--- src/rtl/pipe_hazard_ctrl_pkg.sv ---
// Shared encodings for the pipeline hazard controller: pause/clear/RAM select levels and FSM states.
package pipe_hazard_ctrl_pkg;

  localparam logic PAUSE_ENABLE  = 1'b1;
  localparam logic PAUSE_DISABLE = 1'b0;
  localparam logic CLEAR_ENABLE  = 1'b1;
  localparam logic CLEAR_DISABLE = 1'b0;
  localparam logic RAM_SEL_INST  = 1'b0;
  localparam logic RAM_SEL_DATA  = 1'b1;

  typedef enum logic [1:0] {
    S_RUN     = 2'd0,
    S_DMEM    = 2'd1,
    S_RELEASE = 2'd2
  } state_t;

endpackage

--- src/rtl/pipe_hazard_ctrl_load_use_detect.sv ---
// Load-use comparator: flags when the ID instruction reads a register that the EX-stage load writes.
module pipe_hazard_ctrl_load_use_detect #(
  parameter int REG_AW = 4
) (
  input  logic [REG_AW-1:0] id_rs_addr,
  input  logic              id_rs_used,
  input  logic [REG_AW-1:0] id_rt_addr,
  input  logic              id_rt_used,
  input  logic              ex_mem_read,
  input  logic [REG_AW-1:0] ex_rd_addr,
  output logic              hazard
);

  // Register 0 is hard-wired, so a load targeting it never needs a bubble.
  assign hazard = ex_mem_read && (ex_rd_addr != '0) &&
                  ((id_rs_used && (id_rs_addr == ex_rd_addr)) ||
                   (id_rt_used && (id_rt_addr == ex_rd_addr)));

endmodule

--- src/rtl/pipe_hazard_ctrl.sv ---
// Stall/flush controller and shared-RAM arbiter for the 5-stage pipeline.
// Optional statistics counters are enabled with the HAZARD_STAT_EN macro.
module pipe_hazard_ctrl
  import pipe_hazard_ctrl_pkg::*;
#(
  parameter int REG_AW   = 4,
  parameter int RAM_WAIT = 2
) (
  input  logic              clk_50MHz,
  input  logic              rst,
  input  logic [REG_AW-1:0] id_rs_addr,
  input  logic              id_rs_used,
  input  logic [REG_AW-1:0] id_rt_addr,
  input  logic              id_rt_used,
  input  logic              ex_mem_read,
  input  logic [REG_AW-1:0] ex_rd_addr,
  input  logic              ex_branch_taken,
  input  logic              mem_ram_req,
  output logic              pc_pause,
  output logic              if_id_pause,
  output logic              if_id_clear,
  output logic              id_ex_pause,
  output logic              id_ex_clear,
  output logic              ex_mem_pause,
  output logic              ram_sel,
  output logic              mem_data_latch
`ifdef HAZARD_STAT_EN
  ,
  output logic [31:0]       stall_cycles,
  output logic [31:0]       flush_count
`endif
);

  localparam logic [3:0] WAIT_INIT = 4'(RAM_WAIT - 1);

  state_t     state, state_nxt;
  logic [3:0] wait_cnt, wait_cnt_nxt;
  logic       load_use;

  pipe_hazard_ctrl_load_use_detect #(.REG_AW(REG_AW)) u_load_use (
    .id_rs_addr  (id_rs_addr),
    .id_rs_used  (id_rs_used),
    .id_rt_addr  (id_rt_addr),
    .id_rt_used  (id_rt_used),
    .ex_mem_read (ex_mem_read),
    .ex_rd_addr  (ex_rd_addr),
    .hazard      (load_use)
  );

  always_ff @(posedge clk_50MHz or posedge rst) begin
    if (rst) begin
      state    <= S_RUN;
      wait_cnt <= 4'd0;
    end else begin
      state    <= state_nxt;
      wait_cnt <= wait_cnt_nxt;
    end
  end

  always_comb begin
    state_nxt      = state;
    wait_cnt_nxt   = wait_cnt;
    pc_pause       = PAUSE_DISABLE;
    if_id_pause    = PAUSE_DISABLE;
    id_ex_pause    = PAUSE_DISABLE;
    ex_mem_pause   = PAUSE_DISABLE;
    if_id_clear    = CLEAR_DISABLE;
    id_ex_clear    = CLEAR_DISABLE;
    ram_sel        = RAM_SEL_INST;
    mem_data_latch = 1'b0;

    unique case (state)
      S_RUN: begin
        if (mem_ram_req) begin
          ram_sel      = RAM_SEL_DATA;
          pc_pause     = PAUSE_ENABLE;
          if_id_pause  = PAUSE_ENABLE;
          id_ex_pause  = PAUSE_ENABLE;
          ex_mem_pause = PAUSE_ENABLE;
          wait_cnt_nxt = WAIT_INIT;
          if (RAM_WAIT == 1) begin
            mem_data_latch = 1'b1;
            state_nxt      = S_RELEASE;
          end else begin
            state_nxt = S_DMEM;
          end
        end else if (ex_branch_taken) begin
          if_id_clear = CLEAR_ENABLE;
          id_ex_clear = CLEAR_ENABLE;
        end else if (load_use) begin
          pc_pause    = PAUSE_ENABLE;
          if_id_pause = PAUSE_ENABLE;
          id_ex_clear = CLEAR_ENABLE;
        end
      end

      S_DMEM: begin
        ram_sel      = RAM_SEL_DATA;
        pc_pause     = PAUSE_ENABLE;
        if_id_pause  = PAUSE_ENABLE;
        id_ex_pause  = PAUSE_ENABLE;
        ex_mem_pause = PAUSE_ENABLE;
        wait_cnt_nxt = 4'(wait_cnt - 4'd1);
        if (wait_cnt == 4'd1) begin
          mem_data_latch = 1'b1;
          state_nxt      = S_RELEASE;
        end
      end

      // The pending request was already served; give fetch one cycle before any new access.
      S_RELEASE: begin
        state_nxt = S_RUN;
        if (ex_branch_taken) begin
          if_id_clear = CLEAR_ENABLE;
          id_ex_clear = CLEAR_ENABLE;
        end else if (load_use) begin
          pc_pause    = PAUSE_ENABLE;
          if_id_pause = PAUSE_ENABLE;
          id_ex_clear = CLEAR_ENABLE;
        end
      end

      default: state_nxt = S_RUN;
    endcase
  end

`ifdef HAZARD_STAT_EN
  always_ff @(posedge clk_50MHz or posedge rst) begin
    if (rst) begin
      stall_cycles <= 32'd0;
      flush_count  <= 32'd0;
    end else begin
      if (pc_pause)    stall_cycles <= stall_cycles + 32'd1;
      if (if_id_clear) flush_count  <= flush_count + 32'd1;
    end
  end
`endif

endmodule

--- config.mk ---
export PLATFORM = sky130hd
export DESIGN_NAME = pipe_hazard_ctrl
export DESIGN_NICKNAME = d
export VERILOG_FILES = /design/src/rtl/pipe_hazard_ctrl_pkg.sv /design/src/rtl/pipe_hazard_ctrl_load_use_detect.sv /design/src/rtl/pipe_hazard_ctrl.sv
export SDC_FILE = /design/constraint.sdc
export NUM_CORES = 1
export LEC_CHECK = 0
export ABC_AREA = 1
export CAP_MARGIN = 20
export CORE_MARGIN = 2
export CORE_UTILIZATION = 34
export CTS_CLUSTER_SIZE = 20
export DETAILED_ROUTE_END_ITERATION = 10
export PLACE_DENSITY_LB_ADDON = 0.05
export SYNTH_ARGS = -nofsm -noshare
export SYNTH_HDL_FRONTEND = slang
export SYNTH_SLANG_ARGS = --single-unit
--- constraint.sdc ---
create_clock -name clk_50MHz -period 1.1 [get_ports clk_50MHz]
set_clock_uncertainty 0.1 [all_clocks]
set_input_delay 0.11 -clock clk_50MHz [delete_from_list [all_inputs] [get_ports clk_50MHz]]
set_output_delay 0.11 -clock clk_50MHz [all_outputs]
set_load 0.01 [all_outputs]
=== Word-level counts from Yosys, hierarchy flattened ===
Cells that the tools add are included.

* Add/sub/neg operators: 1
* Reductions and logical operators: 10
* Multiplexer cells: 19
* Equal/unequal tests: 7

{| class="wikitable"
|+ Operator list
! kind !! number
|-
| $mux W1 || 10
|-
| $eq A4 B4 Y1 || 2
|-
| $pmux W4 S2 || 1
|-
| $pmux W1 S2 || 3
|-
| $eq A4 B1 Y1 const B || 1
|-
| $logic_and A1 B1 Y1 || 4
|-
| $mux W2 || 2
|-
| $mux W4 || 1
|-
| $ne A2 B2 Y1 const B || 2
|-
| $pmux W2 S2 || 1
|-
| $reduce_and A2 Y1 || 2
|-
| $reduce_bool A4 Y1 || 1
|-
| $sub A4 B1 Y4 const B || 1
|-
| $pmux W1 S3 || 1
|-
| $eq A2 B1 Y1 const B || 1
|-
| $eq A2 B2 Y1 const B || 1
|-
| $logic_not A2 Y1 || 1
|-
| $reduce_bool A2 Y1 || 1
|-
| $logic_or A1 B1 Y1 || 1
|}

* Register bits after elaboration: 6
* Output and inout bits: 8
* Input bits: 19
* Logic and storage cells: 39

=== Logic depth before layout (Yosys ltp) ===
Gate-level depths: netlist of run 1.

* Depth after elaboration: 8
* Gate-level depth with buffers: 9
* Gate-level depth less buffers: 8

=== Modules after synthesis ===
A second synthesis of run 1 with hierarchy kept.

* Cell total of the unflattened synthesis: 83
* Area, all modules: 530.5 sq um

{| class="wikitable"
|+ By module, submodules not included
! module !! instances !! seq. area each (sq um) !! cells an instance !! area each (sq um)
|-
| pipe_hazard_ctrl || 1 || 150.1 || 48 || 367.9
|-
| pipe_hazard_ctrl_load_use_detect || 1 || 0.0 || 35 || 162.7
|}

=== Worst setup path after synthesis of run 1 ===
No wires, ideal clock.

* Path type: flip-flop to output port
* From: reg state[0]
* To: out pc_pause
* Slack: -0.075 ns
* Arrival: 0.965 ns
* Buffers on the path: 1
* Data required time: 0.890 ns
* Cell stages (with the launch flop): 6
* Path through: dfrtp_1 nand2_2 nand2_4 inv_1 nand2_1 buf_4

* Longest elaborated chain between the ends: 2
* Elaborated cells between the ends (all ways): 4
* Classes of those cells: eq/ne (2); mux (1); reduce/logical (1)

{| class="wikitable"
|+ Ends and longest elaborated chain
! element !! RTL line !! text
|-
| from (decl) || pipe_hazard_ctrl.sv:36 || <nowiki>state_t state, state_nxt;</nowiki>
|-
| from (signal assigned) || pipe_hazard_ctrl.sv:55 || <nowiki>state <= state_nxt;</nowiki>
|-
| $eq A2 B2 Y1 (tied with other cells) || - ||
|-
| $pmux W1 S3 (*) || - ||
|-
| to (decl) || pipe_hazard_ctrl.sv:19 || <nowiki>output logic pc_pause,</nowiki>
|}

Every way passes the cells marked *; elsewhere a longest branch is shown, timed or not.

=== Final worst setup path of run 1 ===
* From: reg state[1]
* To: out if_id_pause

* Longest elaborated chain between the ends: 2
* Elaborated cells between the ends (all ways): 4
* Classes of those cells: eq/ne (2); mux (1); reduce/logical (1)

{| class="wikitable"
|+ Ends and longest elaborated chain
! element !! RTL line !! text
|-
| $eq A2 B2 Y1 (tied with other cells) || pipe_hazard_ctrl.sv:72 || <nowiki>unique case (state)</nowiki>
|-
| $pmux W1 S3 (*) || pipe_hazard_ctrl.sv:72 ||
|-
| to (decl) || pipe_hazard_ctrl.sv:20 || <nowiki>output logic if_id_pause,</nowiki>
|}

Marks and branches as above.

==> results of run 1 <==
## placed cells by master, fill, tap and decap left out, types with 4 or more instances in the layout
cell type / Yosys / final
buf_4: 3 / 12
dfrtp_1: 6 / 5
buf_6: 0 / 10
nor2_1: 12 / 8
nor2_2: 0 / 4
nand2_4: 1 / 6
inv_1: 16 / 10
dlygate4sd2_1: 0 / 9
clkdlybuf4s50_1: 0 / 4
nand2_2: 2 / 4
nand2_1: 25 / 18
inv_2: 0 / 5
## power by group through the flow
| stage | registers (mW) | logic (mW) | clock network (mW) |
|---|---|---|---|
| 6_report | 0.430 | 1.99 | 0.187 |
| 5_1_grt | 0.439 | 2.12 | 0.206 |
| 4_1_cts | 0.411 | 1.60 | 0.197 |
| 3_5_place_dp | 0.394 | 1.27 | 0 |
| 3_3_place_gp | 0.389 | 1.25 | 0 |
| 2_1_floorplan | 0.402 | 0.644 | 0 |
## cell families after synthesis
kind of cell,count (synthesis),synth area share
adder cells (fa/ha/maj),2,0.04830
AND/OR/NAND/NOR,46,0.3720
XOR/XNOR,4,0.06765
AO/OA/AOI/OAI,5,0.06282
buffers and inverters,19,0.1594
flip-flops,6,0.2898
## routing by layer
| metal | global-route usage | part of all wire | vias up |
|---|---|---|---|
| li1 | - | - | 336 |
| met3 | 0.03830 | 0.055 | 0 |
| met2 | 0.3364 | 0.56 | 15 |
| met5 | 0 | 0 | - |
| met4 | 0.1091 | 0 | 0 |
| met1 | 0.1636 | 0.38 | 293 |
## state kept, by name, summed over array words and instances, names as in the netlist
register	count
state	2
wait_cnt	4
## what timing repair did
action	in CTS	in global routing
buffers inserted	4	5
pin swaps	19	17
hold buffers	1	0
endpoints found under the setup margin	13	13
endpoints found under the hold margin	6	0
gates resized for setup	64	35
## final timing paths
| path | start | endpoint | slack [ns] | cells past startpoint |
|---|---|---|---|---|
| min in group asynchronous | rst | state[1]$_DFFE_PP0P_ | 0.54 | 3 |
| max reg2reg | state[1]$_DFFE_PP0P_ | wait_cnt[2]$_DFFE_PP0P_ | -0.16 | 7 |
| max | state[1]$_DFFE_PP0P_ | if_id_pause | -0.23 | 6 |
| max in group asynchronous | rst | state[0]$_DFFE_PP0P_ | 0.17 | 3 |
| min reg2reg | wait_cnt[3]$_DFFE_PP0P_ | wait_cnt[3]$_DFFE_PP0P_ | 0.53 | 3 |
| min | wait_cnt[3]$_DFFE_PP0P_ | wait_cnt[3]$_DFFE_PP0P_ | 0.53 | 3 |
## worst reg2reg max path: stages, from the launching register on
cell and delay, ns:
dfrtp_1 0.37, inv_2 0.11, nand2_4 0.08, nand2_4 0.11, buf_6 0.12, nand2_4 0.05
xor2_2 0.14, nor2_1 0.11
## stage by stage
step / instances / setup slack, ns
floorplan: 82 / 0.01077
global route: 143 / -0.3099
global placement: 132 / -0.8487
detailed placement: 132 / -0.8522
CTS: 139 / -0.2398
finish: 143 / -0.2347
## layout make-up
class	count	area [um^2]	area share
flip-flops and latches	6	151.4	0.1405
well taps	16	20.02	0.01858
multi-input cells	57	414.1	0.3844
repair buffers	45	406.6	0.3775
inverters	16	62.56	0.05807
clock buffers	3	22.52	0.02091
==> summary.txt, run 1 <==
Timing
  – Endpoints failing setup: 13
  – WHS: between 0.5 and 0.6 ns
  – Pins Over Slew Limit: 0
  – Slew Limit Headroom: 0.8553
  – Fmax: between 700 and 800 MHz
  – Final Hold Fails: 0
  – RSZ-0062 raised after global routing: yes
  – Total negative slack: -1.957 ns
  – Final Cycle Share: 1.213
  – Final worst path period need: between 1 and 1.5 ns
  – Setup ws final: -0.2347 ns
  – Slew @ Worst Pin: about 0.22 ns

CTS
  – CTS tree: yes
  – CTS Buf Count: 3
  – Clock root buffer: clkbuf_4
  – H-tree Lvls: 1
  – Longest Clk Path Bufs: 2
  – Worst-path clk slew: ~0.040 ns
  – Worst skew pair latency: approximately 0.23 ns
  – TritonCTS Sinks: 6

Die
  – Io pins: 27
  – Initial Util: 0.3520
  – Core region area: about 1500 um^2
  – Site row count: 14
  – DIE HEIGHT: 43.03 um
  – Die Wd: 43.03 um
  – Area of the die: around 1900 um^2

Finish
  – Filler cells: between 100 and 150
  – ANT cells: 0
  – Area Growth Syn to Fin: 108.0%
  – Post-route cell area: between 1000 and 1500 um^2
  – Nets@finish: 150
  – Util after Layout: 0.7321
  – Fraction of layout cells with a size suffix above 1: 0.4882

Logic synthesis
  – Sequential area share after synthesis: 0.2899
  – YS warnings: 0
  – Post-synth cell types: 16
  – Synth Instances: 82
  – Commonest cells post-synth: nand2_1 (25), inv_1 (16), nor2_1 (12)
  – Dominant synthesized flop cell: dfrtp_1
  – Largest cells by area after synthesis: dfrtp_1 (29%), nand2_1 (18%), inv_1 (12%), nor2_1 (8.7%), xnor2_1 (5.1%)
  – Synth area leader: dfrtp_1
  – Post-Syn Area: slightly above 500 um^2
  – Top-area cell type share of the netlist area: 0.2899
  – Async SR Flop Fraction: 1.000
  – Seq cells post-synth: 6
  – Avg Inst Size Synth: approximately 6.3 um^2
  – Post-synth EDFFs: 0
  – Synthesized Nets: between 100 and 150
  – Most common cell in the netlist: nand2_1

Global route
  – Largest net degree at the start of global routing: 7
  – First-pass GRT wire length: between 2 and 2.5 mm
  – Initial antenna violation count: 0
  – Gr usage total: 0.1756
  – Vias in the first global route: 647
  – GR Overflow Total: 0

Pwr
  – P_sw: 1.030 mW
  – Max VDD drop: roughly 1.8 mV
  – Leak Pwr: ~0.58 nW
  – Power Total: between 2 and 3 mW
  – PwrDens: 2419 nW/um^2
  – Sw Ratio: 0.3951
  – Logic gate share of total power: 0.763
  – Pint: approximately 1.6 mW
  – Clock Power Share: 0.072
  – Sequential share of power: 0.165

Run
  – Max_cap viols: 0

Routing
  – DRT iter0 DRCs: 5
  – Drt wl/cell: between 10 and 15 um
  – Post-route ant nets: 0
  – Final WL: 1.543 mm
  – Via count: about 640
  – Vias per inst: between 4 and 5
  – Post-route DRC: 0
  – Drt first pass iters: 4

Placed design
  – Area post-placement: between 800 and 900 um^2
  – IO buf count: 26
  – Hpwl dp: ~1.0 mm
  – Final GP Congestion: 0.8200

Outcome
  – Failing checks: negative setup slack
  – Status: complete, but fails checks

Critical path
  – Most frequent CP cell: nand2_4
  – CP max-delay cell: dfrtp_1
  – CP max FO: 5
  – Largest delay share family, worst path: flip-flops
  – CP max stage delay: 0.37 ns
  – Worst Setup Start Kind: flip-flop
  – CP Capture Type: primary output
  – Buf+Inv Stages, Crit Path: 3
  – CP cell instances: inv_2 -> nand2_4 -> nand2_4 -> inv_2 -> nand2_4 -> buf_6
  – Critical path type: flip-flop to primary output
  – Critical path arrival: roughly 1.1 ns
  – Critical Path RT: between 0.8 and 0.9 ns

Worst hold path
  – Min-delay worst type: flip-flop to flip-flop
Note: power is estimated with default switching activity, not from simulation.
==> inputs of run 2 (changes only) <==
--- a/config.mk
+++ b/config.mk
@@ -7,7 +7,7 @@
 export LEC_CHECK = 0
 export ABC_AREA = 1
 export CAP_MARGIN = 20
-export CORE_MARGIN = 2
+export CORE_MARGIN = 3
 export CORE_UTILIZATION = 34
 export CTS_CLUSTER_SIZE = 20
 export DETAILED_ROUTE_END_ITERATION = 10
==> run 2 against run 1 <==
  * The run still ends with negative setup slack left
  * Hold slack worse by 0.023 ns
  * Die area up 9.5%
  * Register-to-register slack about the same
  * Sequential cell count unchanged
  * Critical path type unchanged
  * Critical endpoint is now mem_data_latch
  * Largest cell class unchanged
  * Highest routed layer is now met4
==> summary.txt, run 2 (synthesis results as in run 1) <==
Die
  – Initial Util: 0.3791 (+0.02708)
  – Area of the die: 2028 um^2 (+9.5%)
  – Die Wd: 45.03 um (+4.6%)
  – Site row count: 13 (-1)
  – Io pins: 27 (unchanged)
  – DIE HEIGHT: 45.03 um (+4.6%)
  – Core region area: 1366 um^2 (-7.1%)

Placed design
  – Cell count after placement: 129 (-2.3%)
  – IO buf count: 26 (unchanged)
  – DP Worst Slack: -0.9305 ns (-0.07821 ns)
  – Area post-placement: 847.1 um^2 (-1.9%)
  – Final GP Congestion: 0.7353 (-10%)
  – Hpwl dp: 1.061 mm (+1.2%)

Finish
  – Post-route cell area: 1015 um^2 (-5.8%)
  – ANT cells: 0 (unchanged)
  – Non-Filler Instances: 136 (-4.9%)
  – Fraction of layout cells with a size suffix above 1: 0.4463 (-0.04191)
  – Top reg by flops: wait_cnt
  – Most frequent cells in the layout: nand2_1 (19), buf_6 (12), inv_1 (10)
  – Nets@finish: 144 (-4.0%)
  – Biggest regs: wait_cnt: 4 flops, state: 2 flops
  – Reg area: 151.4 um^2 (unchanged)
  – Area Growth Syn to Fin: 95.89%
  – Area of the multi-input gates: 399.1 um^2 (-3.6%)
  – Most common cell after layout, fill and taps aside: nand2_1
  – Filler cells: 104 (-2.8%)
  – Max reg flops: 4 (unchanged)

Worst hold path
  – Min-delay worst type: flip-flop to flip-flop
  – Hold_sp: wait_cnt[3]$_DFFE_PP0P_

CTS
  – Clock root buffer: clkbuf_4
  – H-tree Lvls: 1 (unchanged)
  – Worst skew pair latency: 0.25 ns (+0.02 ns)
  – Worst-path clk slew: 0.05 ns (about the same)
  – Longest Clk Path Bufs: 2 (unchanged)
  – CTS Buf Count: 3 (unchanged)
  – CTS tree: yes
  – TritonCTS Sinks: 6 (unchanged)

Global route
  – Initial antenna violation count: 0 (unchanged)
  – Largest net degree at the start of global routing: 7 (unchanged)
  – Gr usage total: 0.1484 (-0.02723)
  – First-pass GRT wire length: 2.180 mm (-11%)
  – GR Overflow Total: 0 (unchanged)
  – Vias in the first global route: 554 (-14%)

Critical path
  – Worst R2R Path Depth: 6 (-1)
  – Worst R2R Start: state[0]$_DFFE_PP0P_
  – CP max FO: 2 (-3)
  – Worst Setup Start Kind: flip-flop
  – Critical path arrival: 1.17 ns (+0.05 ns)
  – Worst setup endpoint: mem_data_latch
  – CP Capture Type: primary output
  – Critical Path RT: 0.89 ns (about the same)
  – Critical path type: flip-flop to primary output
  – Reg-to-Reg End: wait_cnt[2]$_DFFE_PP0P_
  – Worst Setup SP: wait_cnt[1]$_DFFE_PP0P_
  – Reg2Reg Setup Slack: -0.15 ns (about the same)

Pwr
  – Sw Ratio: 0.4185 (+0.02334)
  – Power Total: 2.425 mW (-7.0%)
  – Clock Power Share: 0.086 (+0.014)
  – Leak Pwr: 0.5369 nW (-6.7%)
  – Pint: 1.410 mW (-11%)
  – Sequential share of power: 0.179 (+0.014)
  – Max VDD drop: 1.427 mV (-20%)
  – PwrDens: 2389 nW/um^2 (-1.2%)
  – P_sw: 1.015 mW (-1.5%)
  – Logic gate share of total power: 0.734 (-0.029)

Routing
  – Post-route DRC: 0 (unchanged)
  – Drt first pass iters: 4 (unchanged)
  – Post-route ant nets: 0 (unchanged)
  – Vias per inst: 4.588 (+1.9%)
  – Via count: 624 (-3.1%)
  – DRT iter0 DRCs: 6 (+1)
  – Drt wl/cell: 11.44 um (+6.0%)
  – Final WL: 1.556 mm (+0.84%)

Timing
  – Final Cycle Share: 1.253 (+0.04006)
  – WHS: 0.5116 ns (-0.02304 ns)
  – RSZ-0062 raised after global routing: yes
  – Final Hold Fails: 0 (unchanged)
  – Setup ws final: -0.2787 ns (-0.04407 ns)
  – Pins Over Slew Limit: 0 (unchanged)
  – Slew @ Worst Pin: 0.2470 ns (+0.03066 ns)
  – Slew Limit Headroom: 0.8341 (-0.02117)
  – Endpoints failing setup: 13 (unchanged)
  – Final worst path period need: 1.379 ns (+0.04407 ns)
  – Fmax: 725.3 MHz (-3.2%)

Outcome
  – Failing checks: negative setup slack
  – Status: complete, but fails checks

Run
  – Max_cap viols: 0 (unchanged)
-- run 2: cell types whose count changed in the layout (fill, tap and decap cells not counted), sizes merged --
cell,before,now
clkdlybuf4s15,3,4
dlygate4sd2,9,8
buf,26,20
-- run 2: how the worst min path moves through the flow --
stage	slack [ns]	endpoint	cells after the start
after floorplan	-0.20	state[0]$_DFFE_PP0P_	1
after global placement	0.23	state[1]$_DFFE_PP0P_	2
after detailed placement	0.24	state[1]$_DFFE_PP0P_	2
after CTS	0.49	wait_cnt[2]$_DFFE_PP0P_	4
after global routing	0.56	wait_cnt[3]$_DFFE_PP0P_	3
final	0.51	wait_cnt[3]$_DFFE_PP0P_	3
-- run 2: metrics by stage --
| step | TNS (ns) | util |
|---|---|---|
| after floorplan | 0 | - |
| after global placement | -5.459 | 0.6200 |
| after detailed placement | -5.542 | 0.6200 |
| after CTS | -1.997 | 0.6804 |
| after global routing | -2.690 | 0.7427 |
| final | -2.062 | 0.7427 |
-- run 2: critical path: stages (launching register included) --
cell and delay (ns):
dfrtp_1 0.41, inv_2 0.10, ha_4 0.14, nand2_4 0.06
nor2_2 0.08, buf_2 0.13
-- run 2: final cells by class --
type	instances	share of cell area
Timing Repair Buffer	39	0.3527
Tap cell	15	0.01850
Inverter	16	0.06412
Clock buffer	3	0.02219
Multi-Input combinational cell	57	0.3933
Sequential cell	6	0.1492
-- run 2: power groups by stage --
stage	clock [mW]	sequential [mW]	combinational, mW
2_1_floorplan	0	0.402	0.644
3_3_place_gp	0	0.384	1.21
3_5_place_dp	0	0.387	1.23
4_1_cts	0.209	0.406	1.48
5_1_grt	0.220	0.443	1.93
6_report	0.210	0.434	1.78
-- run 2: what timing repair did --
| item | 4_1_cts | 5_1_grt |
|---|---|---|
| pin swaps | 16 | 17 |
| endpoints found under the hold margin | 6 | 0 |
| setup buffers | 3 | 2 |
| gates resized for setup | 71 | 29 |
| hold buffers | 1 | 0 |
| endpoints found under the setup margin | 13 | 14 |
-- run 2: metal layers --
layer | part of all wire | global-route usage
met1 | 0.40 | 0.1809
met4 | 0.027 | 0.01754
met2 | 0.49 | 0.2571
met3 | 0.091 | 0.05179
met5 | 0 | 0
==> inputs of run 3 (changes only) <==
--- a/config.mk
+++ b/config.mk
@@ -11,7 +11,7 @@
 export CORE_UTILIZATION = 34
 export CTS_CLUSTER_SIZE = 20
 export DETAILED_ROUTE_END_ITERATION = 10
-export PLACE_DENSITY_LB_ADDON = 0.05
+export PLACE_DENSITY = 0.73
 export SYNTH_ARGS = -nofsm -noshare
 export SYNTH_HDL_FRONTEND = slang
 export SYNTH_SLANG_ARGS = --single-unit
==> run 3 against run 2 <==
  * The flow still finishes with violations (negative setup slack)
  * Count of clock-buffer cells in the layout unchanged
  * Utilization decreased by 4.0 points
  * Total power decreased by 12%
  * Die area unchanged
  * Hold slack got worse by 0.030 ns
  * Sequential power decreased by 6.9%
  * Critical endpoint is now if_id_pause
  * Largest power group unchanged
  * Global-route usage increased by 1.1 points
  * Clock power decreased by 7%
==> summary.txt, run 3 (synthesis results as in run 1) <==
Critical path
  – CP cell instances: buf_6 -> nor2_4 -> nand3_2 -> nand2_2 -> buf_6
  – CP Capture Type: primary output
  – Critical path type: flip-flop to primary output
  – CP max stage delay: 0.41 ns (about the same)
  – Critical path arrival: 1.11 ns (-0.06 ns)
  – Critical Path RT: 0.89 ns (about the same)
  – CP max FO: 3 (+1)
  – Worst R2R Path Depth: 6 (unchanged)
  – CP max-delay cell: dfrtp_1
  – Worst Setup Start Kind: flip-flop
  – Most frequent CP cell: buf_6

Pwr
  – Max VDD drop: 1.295 mV (-9.2%)
  – PwrDens: 2233 nW/um^2 (-6.5%)
  – Leak Pwr: 0.5334 nW (-0.66%)

Timing
  – Slew Limit Headroom: 0.8595 (+0.02541)
  – Final worst path period need: 1.321 ns (-0.05727 ns)
  – RSZ-0062 raised after global routing: yes
  – Final Hold Fails: 0 (unchanged)
  – Setup ws final: -0.2215 ns (+0.05727 ns)
  – Endpoints failing setup: 13 (unchanged)
  – Final Cycle Share: 1.201 (-0.05207)
  – WHS: 0.4820 ns (-0.02968 ns)
  – Fmax: 756.7 MHz (+4.3%)
  – Pins Over Slew Limit: 0 (unchanged)
  – Slew @ Worst Pin: 0.2105 ns (-0.03644 ns)

Finish
  – Nets@finish: 146 (+1.4%)
  – Filler cells: 132 (+27%)
  – Most common cell after layout, fill and taps aside: nand2_1
  – Most frequent cells in the layout: nand2_1 (19), dlygate4sd2_1 (13), buf_4 (12)
  – Biggest regs: wait_cnt: 4 flops, state: 2 flops
  – Non-Filler Instances: 138 (+1.5%)
  – ANT cells: 0 (unchanged)
  – Max reg flops: 4 (unchanged)
  – Area Growth Syn to Fin: 85.27%
  – Top reg by flops: wait_cnt
  – Fraction of layout cells with a size suffix above 1: 0.4065 (-0.03978)
  – Reg area: 150.1 um^2 (-0.83%)
  – Area of the multi-input gates: 355.3 um^2 (-11%)

CTS
  – Clock root buffer: clkbuf_4
  – TritonCTS Sinks: 6 (unchanged)
  – Worst-path clk slew: 0.04 ns (about the same)
  – CTS Buf Count: 3 (unchanged)
  – Worst skew pair latency: 0.24 ns (about the same)
  – Longest Clk Path Bufs: 2 (unchanged)
  – CTS tree: yes
  – H-tree Lvls: 1 (unchanged)

Die
  – Core region area: 1366 um^2 (unchanged)
  – Die Wd: 45.03 um (unchanged)
  – Initial Util: 0.3791 (unchanged)
  – Io pins: 27 (unchanged)
  – Site row count: 13 (unchanged)
  – DIE HEIGHT: 45.03 um (unchanged)
  – Area of the die: 2028 um^2 (unchanged)

Routing
  – Post-route DRC: 0 (unchanged)
  – Final WL: 1.419 mm (-8.8%)
  – Post-route ant nets: 0 (unchanged)
  – Vias per inst: 4.428 (-3.5%)
  – Via count: 611 (-2.1%)
  – Drt first pass iters: 4 (unchanged)
  – DRT iter0 DRCs: 8 (+2)
  – Drt wl/cell: 10.28 um (-10%)

Global route
  – Gr usage total: 0.1591 (+0.01079)
  – Largest net degree at the start of global routing: 7 (unchanged)
  – GR Overflow Total: 0 (unchanged)
  – First-pass GRT wire length: 2.277 mm (+4.4%)
  – Initial antenna violation count: 0 (unchanged)
  – Vias in the first global route: 570 (+2.9%)

Placed design
  – Final GP Congestion: 0.7991 (+8.7%)
  – IO buf count: 26 (unchanged)
  – Cell count after placement: 128 (-0.78%)
  – Hpwl dp: 1.073 mm (+1.1%)
  – DP Worst Slack: -0.8841 ns (+0.04641 ns)

Worst hold path
  – Hold Path Cell Cnt: 3 (unchanged)
  – Min-delay worst type: flip-flop to flip-flop

Outcome
  – Failing checks: negative setup slack
  – Status: complete, but fails checks

Run
  – Max_cap viols: 0 (unchanged)
run 3: cell count changes in the layout (fill, tap and decap cells not counted), moves of 3 or more:
cell             previous run  this run
buf_4                       5        12
dlygate4sd2_1               8        13
buf_6                      12         4
clkdlybuf4s15_1             4         0
clkdlybuf4s15_2             0         3
run 3: worst max-delay path: cells and delay by family (launching register included):
kind	cells	cell delay (ns)
flip-flops	1	0.41
buffers and inverters	2	0.24
AND/OR/NAND/NOR	3	0.22
run 3: power by group:
part	internal, mW	total, mW	leakage [nW]	switching [mW]
sequential	0.326	0.404	0.0751	0.0780
combinational	0.841	1.54	0.445	0.702
clock	0.123	0.195	0.0138	0.0726
total	1.29	2.14	0.533	0.853
run 3: metal layers:
layer / wire length, um / global-route usage / vias up
met4: 57 / 0.1228 / 0
met1: 561 / 0.1789 / 258
met3: 97 / 0.02789 / 6
met2: 703 / 0.2627 / 19
li1: - / - / 328
met5: 0 / 0 / -
run 3: through the flow:
stage	area, um^2	power [mW]	util	setup TNS [ns]
after global routing	959.7	2.327	0.7024	-3.036
after global placement	839.6	1.560	0.6145	-5.481
final	959.7	2.143	0.7024	-2.196
after detailed placement	839.6	1.589	0.6145	-5.495
after CTS	902.1	1.919	0.6603	-2.289
after floorplan	526.8	1.046	-	0
run 3: path summary, 6_finish.rpt:
kind | startpoint | slack, ns | end
max in group asynchronous | rst | 0.18 | wait_cnt[1]$_DFFE_PP0P_
min in group asynchronous | rst | 0.54 | wait_cnt[3]$_DFFE_PP0P_
min | state[1]$_DFFE_PP0P_ | 0.48 | state[1]$_DFFE_PP0P_
max | state[0]$_DFFE_PP0P_ | -0.22 | if_id_pause
min reg2reg | state[1]$_DFFE_PP0P_ | 0.48 | state[1]$_DFFE_PP0P_
max reg2reg | wait_cnt[1]$_DFFE_PP0P_ | -0.17 | wait_cnt[2]$_DFFE_PP0P_
run 3: layout make-up:
class | count | share of cell area
repair buffers | 41 | 0.3677
flip-flops and latches | 6 | 0.1565
inverters | 16 | 0.06258
clock buffers | 3 | 0.02347
multi-input cells | 57 | 0.3703
well taps | 15 | 0.01956
run 3: timing repair:
| action | in CTS | in global routing |
|---|---|---|
| hold endpoints to repair | 6 | 0 |
| setup buffers | 4 | 2 |
| resized for setup | 53 | 18 |
| endpoints found under the setup margin | 13 | 13 |
| hold buffers | 1 | 0 |
| pin swaps | 17 | 6 |
